==> config.mk <==
export PLATFORM = sky130hd
export DESIGN_NAME = pulse_train_gen
export DESIGN_NICKNAME = d
export VERILOG_FILES = /design/src/rtl/pulse_gen_pkg.sv /design/src/rtl/pulse_phase_timer.sv /design/src/rtl/pulse_train_gen.sv
export SDC_FILE = /design/constraint.sdc
export NUM_CORES = 1
export LEC_CHECK = 0
export CORE_AREA = 2 2 135 137
export DETAILED_ROUTE_END_ITERATION = 8
export DIE_AREA = 0 0 137 139
export PLACE_DENSITY = 0.7
export SLEW_MARGIN = 20
export SYNTH_ARGS = -nofsm -noshare
export SYNTH_HDL_FRONTEND = slang
export SYNTH_SLANG_ARGS = --single-unit
==> constraint.sdc <==
create_clock -name clk -period 5.9 [get_ports clk]
set_input_delay 1.18 -clock clk [delete_from_list [all_inputs] [get_ports clk]]
set_output_delay 1.18 -clock clk [all_outputs]
set_load 0.005 [all_outputs]
==> src/rtl/pulse_gen_pkg.sv <==
// -----------------------------------------------------------------------------
// pulse_gen_pkg
// Shared definitions for the pulse train generator:
//   - pulse_state_e : burst state machine encoding (IDLE, HIGH, LOW, WAIT)
//   - DEF_CNT_W     : default width of the pulse-count / pulses-sent fields
//   - DEF_PER_W     : default width of the high / low period fields
// -----------------------------------------------------------------------------
package pulse_gen_pkg;

    localparam int unsigned DEF_CNT_W = 32;
    localparam int unsigned DEF_PER_W = 16;

    typedef enum logic [1:0] {
        IDLE = 2'd0,
        HIGH = 2'd1,
        LOW  = 2'd2,
        WAIT = 2'd3
    } pulse_state_e;

endpackage : pulse_gen_pkg

==> src/rtl/pulse_phase_timer.sv <==
// -----------------------------------------------------------------------------
// pulse_phase_timer
// Loadable PER_W-bit down-counter used to time the HIGH and LOW phases.
// The counter is loaded with (phase length - 1) on phase entry and counts down
// to zero, where it stops; tc is high while the count is zero, which marks the
// last cycle of the current phase.
//
// Ports:
//   clk      in   rising-edge clock
//   reset    in   synchronous active-high reset (count cleared)
//   load     in   load load_val on the next edge
//   load_val in   PER_W  value to load
//   tc       out  terminal count (count == 0)
// -----------------------------------------------------------------------------
module pulse_phase_timer
    import pulse_gen_pkg::*;
#(
    parameter int unsigned PER_W = DEF_PER_W
) (
    input  logic             clk,
    input  logic             reset,
    input  logic             load,
    input  logic [PER_W-1:0] load_val,
    output logic             tc
);

    logic [PER_W-1:0] cnt_r;

    // Down-counter: load on phase entry, otherwise count down and stop at zero.
    always_ff @(posedge clk) begin
        if (reset) begin
            cnt_r <= {PER_W{1'b0}};
        end else if (load) begin
            cnt_r <= load_val;
        end else if (cnt_r != {PER_W{1'b0}}) begin
            cnt_r <= cnt_r - {{(PER_W-1){1'b0}}, 1'b1};
        end else begin
            cnt_r <= cnt_r;
        end
    end

    assign tc = (cnt_r == {PER_W{1'b0}});

endmodule : pulse_phase_timer

==> src/rtl/pulse_train_gen.sv <==
// -----------------------------------------------------------------------------
// pulse_train_gen
// Generates a burst of pulseCount pulses, each high for max(highCycles,1)
// cycles and separated by max(lowCycles,1) low cycles. There is no trailing
// low phase after the final pulse. All outputs are registered.
//
// Optional feature (macro PULSE_TRAIN_GEN_WAIT_EN): when defined, the final
// high phase is extended in a WAIT state until waitOnMe is sampled high. When
// undefined, WAIT is not built and waitOnMe is ignored (port retained).
//
// Ports:
//   clk         in   rising-edge clock
//   reset       in   synchronous active-high reset
//   start       in   burst request, accepted only in IDLE
//   abort       in   terminate a burst in progress (wins over start)
//   pulseCount  in   CNT_W pulses per burst (latched on accepted start)
//   highCycles  in   PER_W high-phase length (latched on accepted start)
//   lowCycles   in   PER_W low-phase length  (latched on accepted start)
//   waitOnMe    in   release for the final high phase
//   pulse       out  pulse train
//   busy        out  burst in progress
//   done        out  one-cycle strobe on normal completion
//   pulsesSent  out  CNT_W completed pulses in current/last burst (saturating)
// -----------------------------------------------------------------------------
module pulse_train_gen
    import pulse_gen_pkg::*;
#(
    parameter int unsigned CNT_W = DEF_CNT_W,
    parameter int unsigned PER_W = DEF_PER_W
) (
    input  logic             clk,
    input  logic             reset,
    input  logic             start,
    input  logic             abort,
    input  logic [CNT_W-1:0] pulseCount,
    input  logic [PER_W-1:0] highCycles,
    input  logic [PER_W-1:0] lowCycles,
    input  logic             waitOnMe,
    output logic             pulse,
    output logic             busy,
    output logic             done,
    output logic [CNT_W-1:0] pulsesSent
);

    // Timer reload value for a phase: a zero period behaves as one cycle.
    function automatic logic [PER_W-1:0] phase_load(input logic [PER_W-1:0] cycles);
        logic [PER_W-1:0] res;
        if (cycles == {PER_W{1'b0}}) begin
            res = {PER_W{1'b0}};
        end else begin
            res = cycles - {{(PER_W-1){1'b0}}, 1'b1};
        end
        return res;
    endfunction

    pulse_state_e     state_r;
    pulse_state_e     state_next_s;

    logic [CNT_W-1:0] count_r;
    logic [PER_W-1:0] high_r;
    logic [PER_W-1:0] low_r;
    logic [CNT_W-1:0] sent_r;
    logic             pulse_r;
    logic             busy_r;
    logic             done_r;

    logic             timer_load_s;
    logic [PER_W-1:0] timer_val_s;
    logic             timer_tc_s;
    logic             latch_s;
    logic             sent_inc_s;
    logic             done_next_s;
    logic             last_pulse_s;
    logic             count_reached_s;

`ifndef PULSE_TRAIN_GEN_WAIT_EN
    logic             unused_wait_on_me_s;
    assign unused_wait_on_me_s = waitOnMe;
`endif

    // Compared one bit wider so the +1 can never wrap for an all-ones count.
    assign last_pulse_s    = (({1'b0, sent_r} + {{CNT_W{1'b0}}, 1'b1}) >= {1'b0, count_r});
    // Used at the end of LOW: only true for the zero-pulse burst.
    assign count_reached_s = (sent_r >= count_r);

    pulse_phase_timer #(
        .PER_W    (PER_W)
    ) u_phase_timer (
        .clk      (clk),
        .reset    (reset),
        .load     (timer_load_s),
        .load_val (timer_val_s),
        .tc       (timer_tc_s)
    );

    // Next-state, timer reload and completion decode.
    always_comb begin
        state_next_s = state_r;
        timer_load_s = 1'b0;
        timer_val_s  = {PER_W{1'b0}};
        latch_s      = 1'b0;
        sent_inc_s   = 1'b0;
        done_next_s  = 1'b0;

        if (abort) begin
            // Abort ends any burst without done and also blocks a start in IDLE.
            state_next_s = IDLE;
        end else begin
            case (state_r)
                IDLE: begin
                    if (start) begin
                        latch_s      = 1'b1;
                        timer_load_s = 1'b1;
                        if (pulseCount != {CNT_W{1'b0}}) begin
                            state_next_s = HIGH;
                            timer_val_s  = phase_load(highCycles);
                        end else begin
                            // Zero-pulse burst: one busy LOW cycle, then done.
                            state_next_s = LOW;
                            timer_val_s  = {PER_W{1'b0}};
                        end
                    end else begin
                        state_next_s = IDLE;
                    end
                end

                HIGH: begin
                    if (timer_tc_s) begin
                        sent_inc_s = 1'b1;
                        if (!last_pulse_s) begin
                            state_next_s = LOW;
                            timer_load_s = 1'b1;
                            timer_val_s  = phase_load(low_r);
                        end else begin
`ifdef PULSE_TRAIN_GEN_WAIT_EN
                            if (!waitOnMe) begin
                                state_next_s = WAIT;
                            end else begin
                                state_next_s = IDLE;
                                done_next_s  = 1'b1;
                            end
`else
                            state_next_s = IDLE;
                            done_next_s  = 1'b1;
`endif
                        end
                    end else begin
                        state_next_s = HIGH;
                    end
                end

                LOW: begin
                    if (timer_tc_s) begin
                        if (count_reached_s) begin
                            state_next_s = IDLE;
                            done_next_s  = 1'b1;
                        end else begin
                            state_next_s = HIGH;
                            timer_load_s = 1'b1;
                            timer_val_s  = phase_load(high_r);
                        end
                    end else begin
                        state_next_s = LOW;
                    end
                end

`ifdef PULSE_TRAIN_GEN_WAIT_EN
                WAIT: begin
                    if (waitOnMe) begin
                        state_next_s = IDLE;
                        done_next_s  = 1'b1;
                    end else begin
                        state_next_s = WAIT;
                    end
                end
`endif

                default: begin
                    state_next_s = IDLE;
                end
            endcase
        end
    end

    // State, latched configuration, counters and registered outputs.
    always_ff @(posedge clk) begin
        if (reset) begin
            state_r <= IDLE;
            count_r <= {CNT_W{1'b0}};
            high_r  <= {PER_W{1'b0}};
            low_r   <= {PER_W{1'b0}};
            sent_r  <= {CNT_W{1'b0}};
            pulse_r <= 1'b0;
            busy_r  <= 1'b0;
            done_r  <= 1'b0;
        end else begin
            state_r <= state_next_s;
            pulse_r <= (state_next_s == HIGH) || (state_next_s == WAIT);
            busy_r  <= (state_next_s != IDLE);
            done_r  <= done_next_s;

            if (latch_s) begin
                count_r <= pulseCount;
                high_r  <= highCycles;
                low_r   <= lowCycles;
                sent_r  <= {CNT_W{1'b0}};
            end else if (sent_inc_s && !(&sent_r)) begin
                sent_r  <= sent_r + {{(CNT_W-1){1'b0}}, 1'b1};
            end else begin
                sent_r  <= sent_r;
            end
        end
    end

    assign pulse      = pulse_r;
    assign busy       = busy_r;
    assign done       = done_r;
    assign pulsesSent = sent_r;

endmodule : pulse_train_gen

## Word level (Yosys, flattened, before mapping)

Index checks and enable logic that the tools add are counted.

- Add/sub/neg operators: 6
- $lt $le $gt $ge: 2
- Equality and inequality tests: 4
- Muxes and demuxes: 38
- Reductions and logical operators: 15

Operators with widths:

| operator | count |
|---|---|
| $mux W16 | 12 |
| $logic_not A16 Y1 | 4 |
| $sub A16 B1 Y16 const B | 4 |
| $pmux W16 S3 | 1 |
| $add A32 B1 Y33 const B | 1 |
| $ge A33 B32 Y1 | 1 |
| $add A32 B1 Y32 const B | 1 |
| $ge A32 B32 Y1 | 1 |
| $reduce_and A32 Y1 | 1 |
| $reduce_bool A32 Y1 | 1 |
| $mux W1 | 16 |
| $reduce_bool A16 Y1 | 1 |
| $mux W2 | 6 |
| $pmux W2 S3 | 1 |
| $eq A2 B1 Y1 const B | 2 |
| $eq A2 B2 Y1 const B | 2 |
| $reduce_bool A2 Y1 | 2 |
| $reduce_or A2 Y1 | 2 |
| $pmux W1 S3 | 1 |
| $logic_not A2 Y1 | 1 |
| $pmux W1 S2 | 1 |
| $logic_and A1 B1 Y1 | 1 |
| $logic_not A1 Y1 | 1 |
| $logic_or A1 B1 Y1 | 1 |

- Register bits: 117
- Input port bits: 69
- Output and inout port bits: 35
- Logic and storage cells: 74

## Logic depth before layout (Yosys ltp)

Gate-level depths: netlist of the first run.

- Depth after elaboration: 8
- Depth in mapped cells: 19
- Gate-level depth less buffers: 17

## Cells and area by module

A second synthesis of the first run with hierarchy kept.

- Cells, all modules: 1021
- Area, all modules: 7978.9 µm²

Modules (own cells, without submodules):

| module | instances | cells an instance | area each (µm²) | sequential area each (µm²) |
|---|---|---|---|---|
| pulse_train_gen | 1 | 905 | 7014.2 | 2001.9 |
| pulse_phase_timer | 1 | 116 | 964.7 | 320.3 |

## Worst setup path after synthesis of the first run

Ideal clock, no wire load.

- Kind: register -> register
- From: register sent_r[0] (netlist: pulsesSent[0])
- To: register u_phase_timer.cnt_r[4]
- Data arrival time: 4.005 ns
- Slack: 1.775 ns
- Stages on the path, launching flop included: 19
- Clock period less this slack: 4.125 ns
- Cells stage by stage: dfxtp_1 ha_1 and3_1 and3_1 and3_1 nand3_1 or2_0 clkbuf_1 nor2_1 xor2_1 ha_1 nand4_1 and4bb_1 a221oi_1 o21ai_0 a2111oi_4 o21ai_2 buf_6 o31a_1

- Word-level cells in the longest chain between the ends: 7
- Elaborated cells between the ends (all ways): 17
- Those cells by class: add/sub (1); order compare (2); mux (13); reduce/logical (1)

Ends and longest elaborated chain:

| item | RTL line | source |
|---|---|---|
| from (decl) | pulse_train_gen.sv:62 | `logic [CNT_W-1:0] sent_r;` |
| from (signal assigned) | pulse_train_gen.sv:192 | `sent_r <= {CNT_W{1'b0}};` |
| from (signal assigned) | pulse_train_gen.sv:206 | `sent_r <= {CNT_W{1'b0}};` |
| from (signal assigned) | pulse_train_gen.sv:208 | `sent_r <= sent_r + {{(CNT_W-1){1'b0}}, 1'b1};` |
| $add A32 B1 Y33 | pulse_train_gen.sv:82 | `assign last_pulse_s = (({1'b0, sent_r} + {{CNT_W{1'b0}}, 1'b1}) >= {1'b0, count_r});` |
| $ge A33 B32 Y1 | pulse_train_gen.sv:82 |  |
| $mux W16 / $mux W1 (equally long branches) | pulse_train_gen.sv:130 | `if (!last_pulse_s) begin` |
| $mux W16 / $mux W1 (equally long branches) | pulse_train_gen.sv:128 | `if (timer_tc_s) begin` |
| $pmux W16 S3 / $pmux W1 S3 (equally long branches) | pulse_train_gen.sv:109 | `case (state_r)` |
| $mux W16 / $mux W1 (equally long branches) | pulse_train_gen.sv:105 | `if (abort) begin` |
| $mux W16 / $reduce_bool A2 Y1 (equally long branches) | - |  |
| to (signal assigned) | pulse_phase_timer.sv:32 | `cnt_r <= {PER_W{1'b0}};` |
| to (signal assigned) | pulse_phase_timer.sv:34 | `cnt_r <= load_val;` |
| to (signal assigned) | pulse_phase_timer.sv:36 | `cnt_r <= cnt_r - {{(PER_W-1){1'b0}}, 1'b1};` |
| to (decl) | pulse_phase_timer.sv:27 | `logic [PER_W-1:0] cnt_r;` |

Parallel ways exist; a longest one is shown, timed or not.
A chain may end at the register's enable or synchronous reset.

## Final worst setup path of the first run

- From: register sent_r[0] (netlist: pulsesSent[0])
- To: register u_phase_timer.cnt_r[7]

The elaborated chain is that of the path after synthesis.

==> results of run 1 <==
## cell usage after synthesis, types with 15 or more instances
cell,count,area [um2]
nand3_1,27,135
inv_1,51,191
nand4_1,15,93.8
nand2_1,192,721
xor2_1,43,377
a21oi_1,108,541
dfxtp_1,116,2320
o21ai_0,23,115
ha_1,76,951
nor4_1,25,156
clkbuf_1,28,105
or3_1,17,106
nor2_1,72,270
nor3_1,24,120
xnor2_1,58,508
## cells in the final DEF, fill, tap and decap left out, drive strengths merged, types with 7 or more instances in the layout
cell type / netlist / routed
clkdlybuf4s50: 0 / 101
o221ai: 7 / 7
nand4: 15 / 15
nand2: 193 / 193
clkbuf: 28 / 23
xor2: 43 / 43
a21oi: 108 / 108
and3: 14 / 14
nor4: 29 / 29
dfxtp: 116 / 116
inv: 51 / 51
nor2: 72 / 72
nand3: 28 / 28
ha: 76 / 76
or3: 17 / 17
xnor2: 58 / 58
nand2b: 8 / 8
o21ai: 24 / 24
nor3: 26 / 26
## cell families after synthesis
family | after synthesis | synth area share
simple gates | 432 | 0.266
xor+xnor | 101 | 0.113
fa+ha+maj | 76 | 0.121
buf+inv | 88 | 0.0468
compound gates | 199 | 0.157
flops | 116 | 0.296
## routing by layer
layer,global-route usage,up-vias,routed length [um],share of wire
met5,0,-,0,0
met4,0.0977,0,569,0.027
met3,0.0387,40,819,0.038
met2,0.383,186,10100,0.48
met1,0.294,3413,9770,0.46
li1,-,3729,-,-
## final cells by class
| class | count | area, um2 |
|---|---|---|
| repair buffers | 107 | 1050 |
| multi-input cells | 808 | 5160 |
| fillers | 1729 | 8030 |
| flip-flops and latches | 116 | 2320 |
| clock buffers | 23 | 488 |
| clock inverters | 9 | 125 |
| well taps | 229 | 287 |
| inverters | 51 | 191 |
## worst paths after layout
path / from / to / depth (start not counted)
setup / recovery: pulsesSent[0] / u_phase_timer.cnt_r[7] / 17
hold / removal: count_r[31] / count_r[31] / 2
setup reg to reg: pulsesSent[0] / u_phase_timer.cnt_r[7] / 17
hold reg to reg: count_r[31] / count_r[31] / 2
## worst reg2reg max path: stages, from the launching register on
cell,delay [ns]
dfxtp_1,0.47
ha_1,0.29
and3_1,0.21
and3_1,0.26
and3_1,0.24
nand3_1,0.16
or2_0,0.33
nor2_1,0.15
xor2_1,0.09
ha_1,0.30
nand4_1,0.18
and4bb_1,0.37
a221oi_1,0.10
o21ai_0,0.43
a2111oi_4,0.13
o21ai_2,0.57
a21oi_1,0.26
and3_1,0.22
## stage by stage
step / setup slack (ns) / instance area (um2)
after floorplan: 1.78 / 7830
after global placement: 1.19 / 9000
after detailed placement: 1.07 / 9000
after CTS: 1.04 / 9620
after global routing: 0.567 / 9620
final: 1.04 / 9620
## registers in the layout (all words and copies together) (netlist names)
| signal | count |
|---|---|
| high_r | 16 |
| u_phase_timer.cnt_r | 16 |
| pulsesSent | 32 |
| state_r | 2 |
| busy | 1 |
| low_r | 16 |
| count_r | 32 |
| done | 1 |
## power groups by stage
| stage | Sequential, uW | Clock, uW | Combinational (uW) |
|---|---|---|---|
| 6_report | 922 | 1080 | 669 |
| 3_5_place_dp | 936 | 0 | 660 |
| 3_3_place_gp | 932 | 0 | 650 |
| 2_1_floorplan | 921 | 0 | 484 |
| 5_1_grt | 931 | 1120 | 749 |
| 4_1_cts | 920 | 1090 | 667 |
==> metrics.md, run 1 <==
| Metric | Value |
|---|---|
| Length of the first detailed-routing pass in iterations | 5 |
| Die Wd | 137 um |
| Hold WC Path Type | flip-flop to flip-flop |
| Outcome | complete, no violations |
| RSZ-0062 raised after global routing | false |
| Vias per cell | 5.49 |
| Final Hold Viols | 0 |
| Layout area overhead | 22.9% |
| Bufs and invs on worst path | 0 |
| Max clock buf depth | 2 |
| Share of cells above drive strength 1 | 0.0512 |
| # setup viols final | 0 |
| Mapped Cells | approximately 1000 |
| WS Path Type | flip-flop to flip-flop |
| Sequential fraction of the synthesis area | 0.296 |
| Seq cells post-synth | about 120 |
| IO buf count | between 100 and 150 |
| Placed insts | ~1300 |
| Reg power frac | 0.346 |
| Post-Synthesis Cell Area | a little under 0.008 mm2 |
| CP Launch Type | flip-flop |
| CTS Sinks | 116 |
| Initial core utilization | 0.444 |
| Clock share of power | 0.403 |
| Hold buffer count at CTS | 0 |
| Crit path max-delay family | simple AND/OR/NAND/NOR gates |
| Ys flop type | dfxtp_1 |
| Async SR Flop Fraction | 0 |
| Crit path cell chain | ha_1 > and3_1 > and3_1 > and3_1 > nand3_1 > or2_0 > nor2_1 > xor2_1 > ha_1 > nand4_1 > and4bb_1 > a221oi_1 > o21ai_0 > a2111oi_4 > o21ai_2 > a21oi_1 > and3_1 |
| Pin count of the biggest net entering global routing | about 80 |
| Detailed Place HPWL | ~16 mm |
| Final nets | about 1200 |
| Rel. slew slack | 0.282 |
| Die Area | 0.0190 mm2 |
| DRC | 0 |
| CTS buffer count | 17 |
| Final period utilization | 0.824 |
| Grt total ovfl | 0 |
| Internal | between 1500 and 2000 uW |
| Syn Area/Cell | 7.74 um2 |
| Skew-Pair Late Insertion Delay | 0.43 ns |
| Setup Fix Bufs, Post-CTS | 0 |
| Synth cell types | 60 |
| Initial DRC Count | ~460 |
| Required time of the critical path | 6.22 ns |
| Antenna diodes | 0 |
| Gr usage total | 0.231 |
| Vias | between 7000 and 8000 |
| I/O pin count | ~100 |
| Post-CTS Resized | 0 |
| Root buf cell | clkbuf_16 |
| R2r setup slk | 1.04 ns |
| CP max stage cell | o21ai_2 |
| Critical path data arrival time | 5.18 ns |
| VDD IR max | 244 uV |
| PwrDens | roughly 280 mW/mm2 |
| Clock transition at path regs | ~0.060 ns |
| First-pass GRT wire length | 34.9 mm |
| Max_cap viols | 0 |
| Avg WL per Cell | about 16 um |
| Critical path's largest stage delay | ~0.57 ns |
| DRT Wirelength | between 20 and 25 mm |
| Fin Clk Skew | 0.00759 ns |
| Initial antenna violation count | 0 |
| Rows | 49 |
| Layout Cells excl Fill | roughly 1300 |
| Combinational fraction of design power | 0.251 |
| Antenna Violating Nets Remaining | 0 |
| Hold Slack | approximately 0.45 ns |
| Setup crit end kind | flip-flop |
| TritonCTS clock tree | done |
| Utilization after layout | 0.545 |
| Max Fclk | approximately 0.2 GHz |
| Post-synth EDFFs | 0 |
| H-tree depth | 4 |
| Yosys warns | 0 |
| Vert. Die Dim | roughly 140 um |
| Power Total | ~2700 uW |
| Switching part of the total | 0.306 |
| Slew Limit Fails | 0 |
| GPL Wtd Cong | between 0.9 and 1 |
| Core area | around 0.018 mm2 |
| Crit-path most repeated cell | and3_1 |
| Leakage | between 0.003 and 0.004 uW |
| Crit path time final | 4.86 ns |
| Syn_nets | 1157 |
| Vias in the first global route | 7115 |
| Crit path max fanout | 16 |
| Setup_tns | 0 ns |
| Worst-Margin Slew | between 1 and 1.5 ns |
| Switching pwr | about 800 uW |
Note: power is estimated with default switching activity, not from simulation.
==> run 2: changes to the inputs <==
- clock period: 5.9 -> 4.9 ns (I/O delays scaled with it)
==> metrics.md, run 2 (synthesis gave the netlist of run 1 again) <==
| Metric | Value |
|---|---|
| Outcome | complete, no violations |
| Vias | 7434 (+0.90%) |
| Detailed Place HPWL | 16.1 mm (+2.1%) |
| Vias per cell | 5.51 (+0.37%) |
| VDD IR max | 294 uV (+20%) |
| Final Hold Viols | 0 (unchanged) |
| Final nets | 1253 (+0.56%) |
| Avg WL per Cell | 16.0 um (+0.80%) |
| Die Wd | 137 um (unchanged) |
| Clock transition at path regs | 0.05 ns (about the same) |
| First-pass GRT wire length | 35.4 mm (+1.3%) |
| I/O pin count | 104 (unchanged) |
| CTS buffer count | 17 (unchanged) |
| Final period utilization | 0.930 (+0.106) |
| RSZ-0062 raised after global routing | false |
| Critical path's largest stage delay | 0.43 ns (-0.14 ns) |
| Root buf cell | clkbuf_16 |
| Crit path max-delay family | simple AND/OR/NAND/NOR gates |
| Initial core utilization | 0.444 (unchanged) |
| Most common cell after layout, fill and taps aside | nand2_1 |
| Fin Clk Skew | 0.00798 ns (+0.000396 ns) |
| Setup Fix Bufs, Post-CTS | 0 (unchanged) |
| Slew Limit Fails | 0 (unchanged) |
| CP Launch Type | flip-flop |
| Commonest non-fill, non-tap cells in the layout | nand2_1 (192), dfxtp_1 (115), a21oi_1 (107) |
| Setup_tns | 0 ns (unchanged) |
| Rows | 49 (unchanged) |
| DRC | 0 (unchanged) |
| Initial antenna violation count | 0 (unchanged) |
| Crit path cell chain | ha_1 > and3_1 > and3_1 > and3_1 > nand3_1 > or2_1 > nor2_1 > xor2_1 > ha_1 > nand4_1 > and4bb_1 > a221oi_1 > o21ai_0 > buf_4 > a2111oi_4 > o21ai_4 > a221oi_2 > o21a_1 |
| Utilization after layout | 0.557 (+0.0117) |
| Crit path max fanout | 16 (unchanged) |
| Max Fclk | 0.219 GHz (+6.7%) |
| Share of cells above drive strength 1 | 0.0633 (+0.0122) |
| Routed wl met2 | 10.4 mm (+2.8%) |
| Antenna Violating Nets Remaining | 0 (unchanged) |
| Crit-path most repeated cell | and3_1 |
| Die Area | 0.0190 mm2 (unchanged) |
| WS Path Type | flip-flop to flip-flop |
| Vias in the first global route | 7223 (+1.5%) |
| Rel. slew slack | 0.523 (+0.241) |
| TritonCTS clock tree | done |
| Met1 wire length | 9.51 mm (-2.7%) |
| Hold WC Path Type | flip-flop to flip-flop |
| IO buf count | 102 (unchanged) |
| Crit path time final | 4.56 ns (-0.305 ns) |
| Vert. Die Dim | 139 um (unchanged) |
| GPL Wtd Cong | 0.895 (-0.85%) |
| Top sig layer | met4 |
| Max_cap viols | 0 (unchanged) |
| Critical path data arrival time | 4.92 ns (-0.26 ns) |
| PwrDens | 350 mW/mm2 (+26%) |
| Setup crit end kind | flip-flop |
| Post-CTS Resized | 0 (unchanged) |
| Register area | 0.00232 mm2 (about the same) |
| R2r setup slk | 0.34 ns (-0.70 ns) |
| CP max stage cell | dfxtp_1 |
| CTS Sinks | 116 (unchanged) |
| Required time of the critical path | 5.27 ns (-0.95 ns) |
| Area of the multi-input gates | 0.00519 mm2 (+0.58%) |
| DR WL met3 | 1.10 mm (+34%) |
| H-tree depth | 4 (unchanged) |
| Core area | 0.0177 mm2 (unchanged) |
| Worst-Margin Slew | 0.709 ns (-0.355 ns) |
| Length of the first detailed-routing pass in iterations | 5 (unchanged) |
| # setup viols final | 0 (unchanged) |
| Final Worst Setup Slack | 0.343 ns (-0.695 ns) |
| Layout Cells excl Fill | 1350 (+0.52%) |
| Gr usage total | 0.234 (+0.00250) |
| Max clock buf depth | 2 (unchanged) |
| Pin count of the biggest net entering global routing | 49 (-37%) |
| Fillcell total | 1692 (-2.1%) |
| DRT Wirelength | 21.6 mm (+1.3%) |
| Grt total ovfl | 0 (unchanged) |
| Power Total | 3440 uW (+29%) |
| Skew-Pair Late Insertion Delay | 0.43 ns (about the same) |
| Bufs and invs on worst path | 1 (+1) |
| Pre-CTS setup slack | 0.251 ns (-0.818 ns) |
| Antenna diodes | 0 (unchanged) |
| Hold buffer count at CTS | 0 (unchanged) |
| Layout area overhead | 25.5% |
| Initial DRC Count | 481 (+3.7%) |
| Placed insts | 1317 (+0.46%) |
| Leakage | 0.00377 uW (+2.4%) |
run 2: cell count changes in the layout (fill, tap and decap cells not counted), sizes merged:
cell,change
clkinv,-3
clkbuf,-3
clkinvlp,+2
bufinv,+4
buf,+7
run 2: final cells by class:
class                      count  share of cell area
sequential                   116               0.236
tap                          229              0.0291
inverter                      51              0.0195
multi-input combinational    808               0.528
timing repair buffer         114               0.115
clock buffer                  20              0.0475
clock inverter                12              0.0253
run 2: path summary, 6_finish.rpt:
check | to | from | cells past startpoint
min | count_r[8] | count_r[8] | 2
max | u_phase_timer.cnt_r[5] | pulsesSent[1] | 18
max reg2reg | u_phase_timer.cnt_r[5] | pulsesSent[1] | 18
min reg2reg | count_r[8] | count_r[8] | 2
run 2: through the flow:
step / cell area [um2] / hold slack, ns
after detailed placement: 9050 / 0.447
final: 9830 / 0.454
after CTS: 9770 / 0.454
after floorplan: 7830 / 0.436
after global placement: 9050 / 0.443
after global routing: 9830 / 0.470
run 2: worst register-to-register path: stages, from the launching register on:
cell       delay [ns]
dfxtp_1          0.43
ha_1             0.21
and3_1           0.19
and3_1           0.26
and3_1           0.24
nand3_1          0.17
or2_1            0.32
nor2_1           0.14
xor2_1           0.17
ha_1             0.26
nand4_1          0.17
and4bb_1         0.25
a221oi_1         0.27
o21ai_0          0.11
buf_4            0.15
a2111oi_4        0.43
o21ai_4          0.21
a221oi_2         0.35
o21a_1           0.18
run 2: report_power, final:
group          total, uW  internal, uW  switching, uW
logic                824           358            466
registers           1110          1030           80.5
clock network       1510          1050            462
total               3440          2430           1010
run 2: routing by layer:
layer | vias to the layer above | global-route usage
met5 | - | 0
met4 | 0 | 0.0960
met3 | 43 | 0.0428
met2 | 214 | 0.392
met1 | 3439 | 0.292
li1 | 3738 | -
==> run 3: changes to the inputs <==
- CORE_AREA: 2 2 135 137 -> 2 2 143 145
- DIE_AREA: 0 0 137 139 -> 0 0 145 147
- GPL_TIMING_DRIVEN: not set -> 0
- PLACE_DENSITY: 0.7 -> 0.64
==> metrics.md, run 3 (synthesis gave the netlist of run 1 again) <==
| Metric | Value |
|---|---|
| Outcome | complete, no violations |
| Vert. Die Dim | 147 um (+5.8%) |
| Final period utilization | 0.939 (+0.00918) |
| Vias in the first global route | 7228 (+0.069%) |
| Leakage | 0.00375 uW (-0.37%) |
| Worst hold start | count_r[13] |
| Final Worst Setup Slack | 0.299 ns (-0.0450 ns) |
| Crit path max fanout | 7 (-9) |
| Setup_tns | 0 ns (unchanged) |
| Gr usage total | 0.218 (-0.0159) |
| Detailed Place HPWL | 17.8 mm (+11%) |
| H-tree depth | 4 (unchanged) |
| PwrDens | 327 mW/mm2 (-6.7%) |
| Vias per cell | 5.29 (-3.9%) |
| Hold WC Path Type | flip-flop to flip-flop |
| Initial antenna violation count | 0 (unchanged) |
| Layout area overhead | 25.7% |
| IO buf count | 101 (-0.98%) |
| Initial core utilization | 0.395 (-0.0489) |
| Most common cell after layout, fill and taps aside | nand2_1 |
| Core area | 0.0198 mm2 (+12%) |
| Share of cells above drive strength 1 | 0.0585 (-0.00487) |
| Rows | 52 (+6.1%) |
| Antenna Violating Nets Remaining | 0 (unchanged) |
| Die Area | 0.0213 mm2 (+12%) |
| Skew-Pair Late Insertion Delay | 0.42 ns (about the same) |
| Worst-Margin Slew | 1.17 ns (+0.458 ns) |
| Hold buffer count at CTS | 0 (unchanged) |
| Worst reg2reg path startpoint | pulsesSent[0] |
| Root buf cell | clkbuf_16 |
| Worst r2r dst | u_phase_timer.cnt_r[5] |
| WS Path Type | flip-flop to flip-flop |
| Final nets | 1278 (+2.0%) |
| Antenna diodes | 0 (unchanged) |
| # setup viols final | 0 (unchanged) |
| Pin count of the biggest net entering global routing | 17 (-65%) |
| CTS buffer count | 17 (unchanged) |
| CTS Sinks | 116 (unchanged) |
| Avg WL per Cell | 16.2 um (+1.2%) |
| Max clock buf depth | 2 (unchanged) |
| Placed Area | 0.00918 mm2 (+1.5%) |
| Critical path data arrival time | 4.97 ns (+0.05 ns) |
| Max_cap viols | 0 (unchanged) |
| I/O pin count | 104 (unchanged) |
| CP Launch Type | flip-flop |
| Pre-CTS setup slack | -0.0419 ns (-0.293 ns) |
| R2r setup slk | 0.30 ns (-0.04 ns) |
| Initial DRC Count | 509 (+5.8%) |
| Final Cell Area | 0.00984 mm2 (+0.14%) |
| Vias | 7497 (+0.85%) |
| Rel. slew slack | 0.219 (-0.304) |
| Hold endpoint | count_r[13] |
| Grt total ovfl | 0 (unchanged) |
| Commonest non-fill, non-tap cells in the layout | nand2_1 (192), dfxtp_1 (114), a21oi_1 (108) |
| Crit path time final | 4.60 ns (+0.0450 ns) |
| DRC | 0 (unchanged) |
| TritonCTS clock tree | done |
| Final Hold Viols | 0 (unchanged) |
| VDD IR max | 235 uV (-20%) |
| Clock transition at path regs | 0.05 ns (about the same) |
| Power Total | 3210 uW (-6.6%) |
| RSZ-0062 raised after global routing | false |
| Length of the first detailed-routing pass in iterations | 5 (unchanged) |
| Slew Limit Fails | 0 (unchanged) |
| GPL Wtd Cong | 0.922 (+3.0%) |
| Required time of the critical path | 5.27 ns (about the same) |
| Max Fclk | 0.217 GHz (-0.98%) |
| Setup crit end kind | flip-flop |
| Hold path cells | 2 (unchanged) |
| Die Wd | 145 um (+5.8%) |
| DRT Wirelength | 22.9 mm (+6.1%) |
| Fin Clk Skew | 0.00744 ns (-0.000548 ns) |
| R2r worst-path depth | 18 (unchanged) |
| First-pass GRT wire length | 37.1 mm (+5.0%) |
[run 3: cell types whose count changed in the layout (fill, tap and decap cells not counted), moves of 2 or more]
cell        delta
buf_2          +4
buf_4         -10
buf_6          +4
bufinv_16      -4
clkbuf_1      +31
clkinv_2       +4
clkinvlp_4     -3
nor2_2         +2
[run 3: cell type report]
class / instances / area (um2)
plain buffers: 37 / 175
clock buffers: 23 / 478
clock inverters: 9 / 126
fillers: 1948 / 10000
inverters: 51 / 191
multi-input cells: 808 / 5190
flip-flops and latches: 116 / 2320
well taps: 270 / 338
repair buffers: 102 / 1020
[run 3: stage by stage]
step / util / hold slack (ns) / cells
floorplan: - / 0.436 / 1012
global placement: 0.463 / 0.444 / 1383
detailed placement: 0.463 / 0.446 / 1383
CTS: 0.494 / 0.454 / 1416
global route: 0.496 / 0.475 / 1416
finish: 0.496 / 0.451 / 1416
[run 3: timing repair]
action,CTS,global route
gates resized for setup,0,12
endpoints found under the setup margin,4,18
pin swaps,1,2
buffers inserted,1,0
[run 3: worst max-delay path, stage by stage, from the launching register on]
cell and delay (ns):
dfxtp_2 0.42, ha_2 0.25, and3_1 0.17, and3_1 0.26
and3_1 0.24, nand3_1 0.16, or2_0 0.23, clkbuf_1 0.15
nor2_1 0.13, xor2_1 0.19, ha_1 0.28, nand4_1 0.16
and4bb_1 0.26, a2bb2oi_1 0.23, o2111ai_2 0.25, a2111oi_4 0.46
o21ai_4 0.17, a221oi_1 0.36, o21a_1 0.17
[run 3: worst max path at each step]
stage                   from                      end  slack (ns)  cells past startpoint
6_report       pulsesSent[0]   u_phase_timer.cnt_r[5]        0.30                     18
5_1_grt        pulsesSent[0]   u_phase_timer.cnt_r[5]       0.005                     18
4_1_cts        pulsesSent[0]   u_phase_timer.cnt_r[9]        0.09                     18
3_5_place_dp   pulsesSent[0]  u_phase_timer.cnt_r[12]       -0.04                     19
3_3_place_gp   pulsesSent[0]   u_phase_timer.cnt_r[6]       0.003                     19
2_1_floorplan  pulsesSent[0]   u_phase_timer.cnt_r[4]        0.78                     18
[run 3: report_power, final]
part | internal [uW] | switching, uW | leakage, uW
clock | 836 | 439 | 0.000297
combinational | 358 | 475 | 0.00251
sequential | 1030 | 77.5 | 0.000946
[run 3: metal layers]
layer | vias up | track usage | routed length, um
met3 | 37 | 0.0339 | 1050
met5 | - | 0 | 0
li1 | 3805 | - | -
met4 | 0 | 0.0752 | 524
met1 | 3444 | 0.280 | 10400
met2 | 211 | 0.372 | 10900
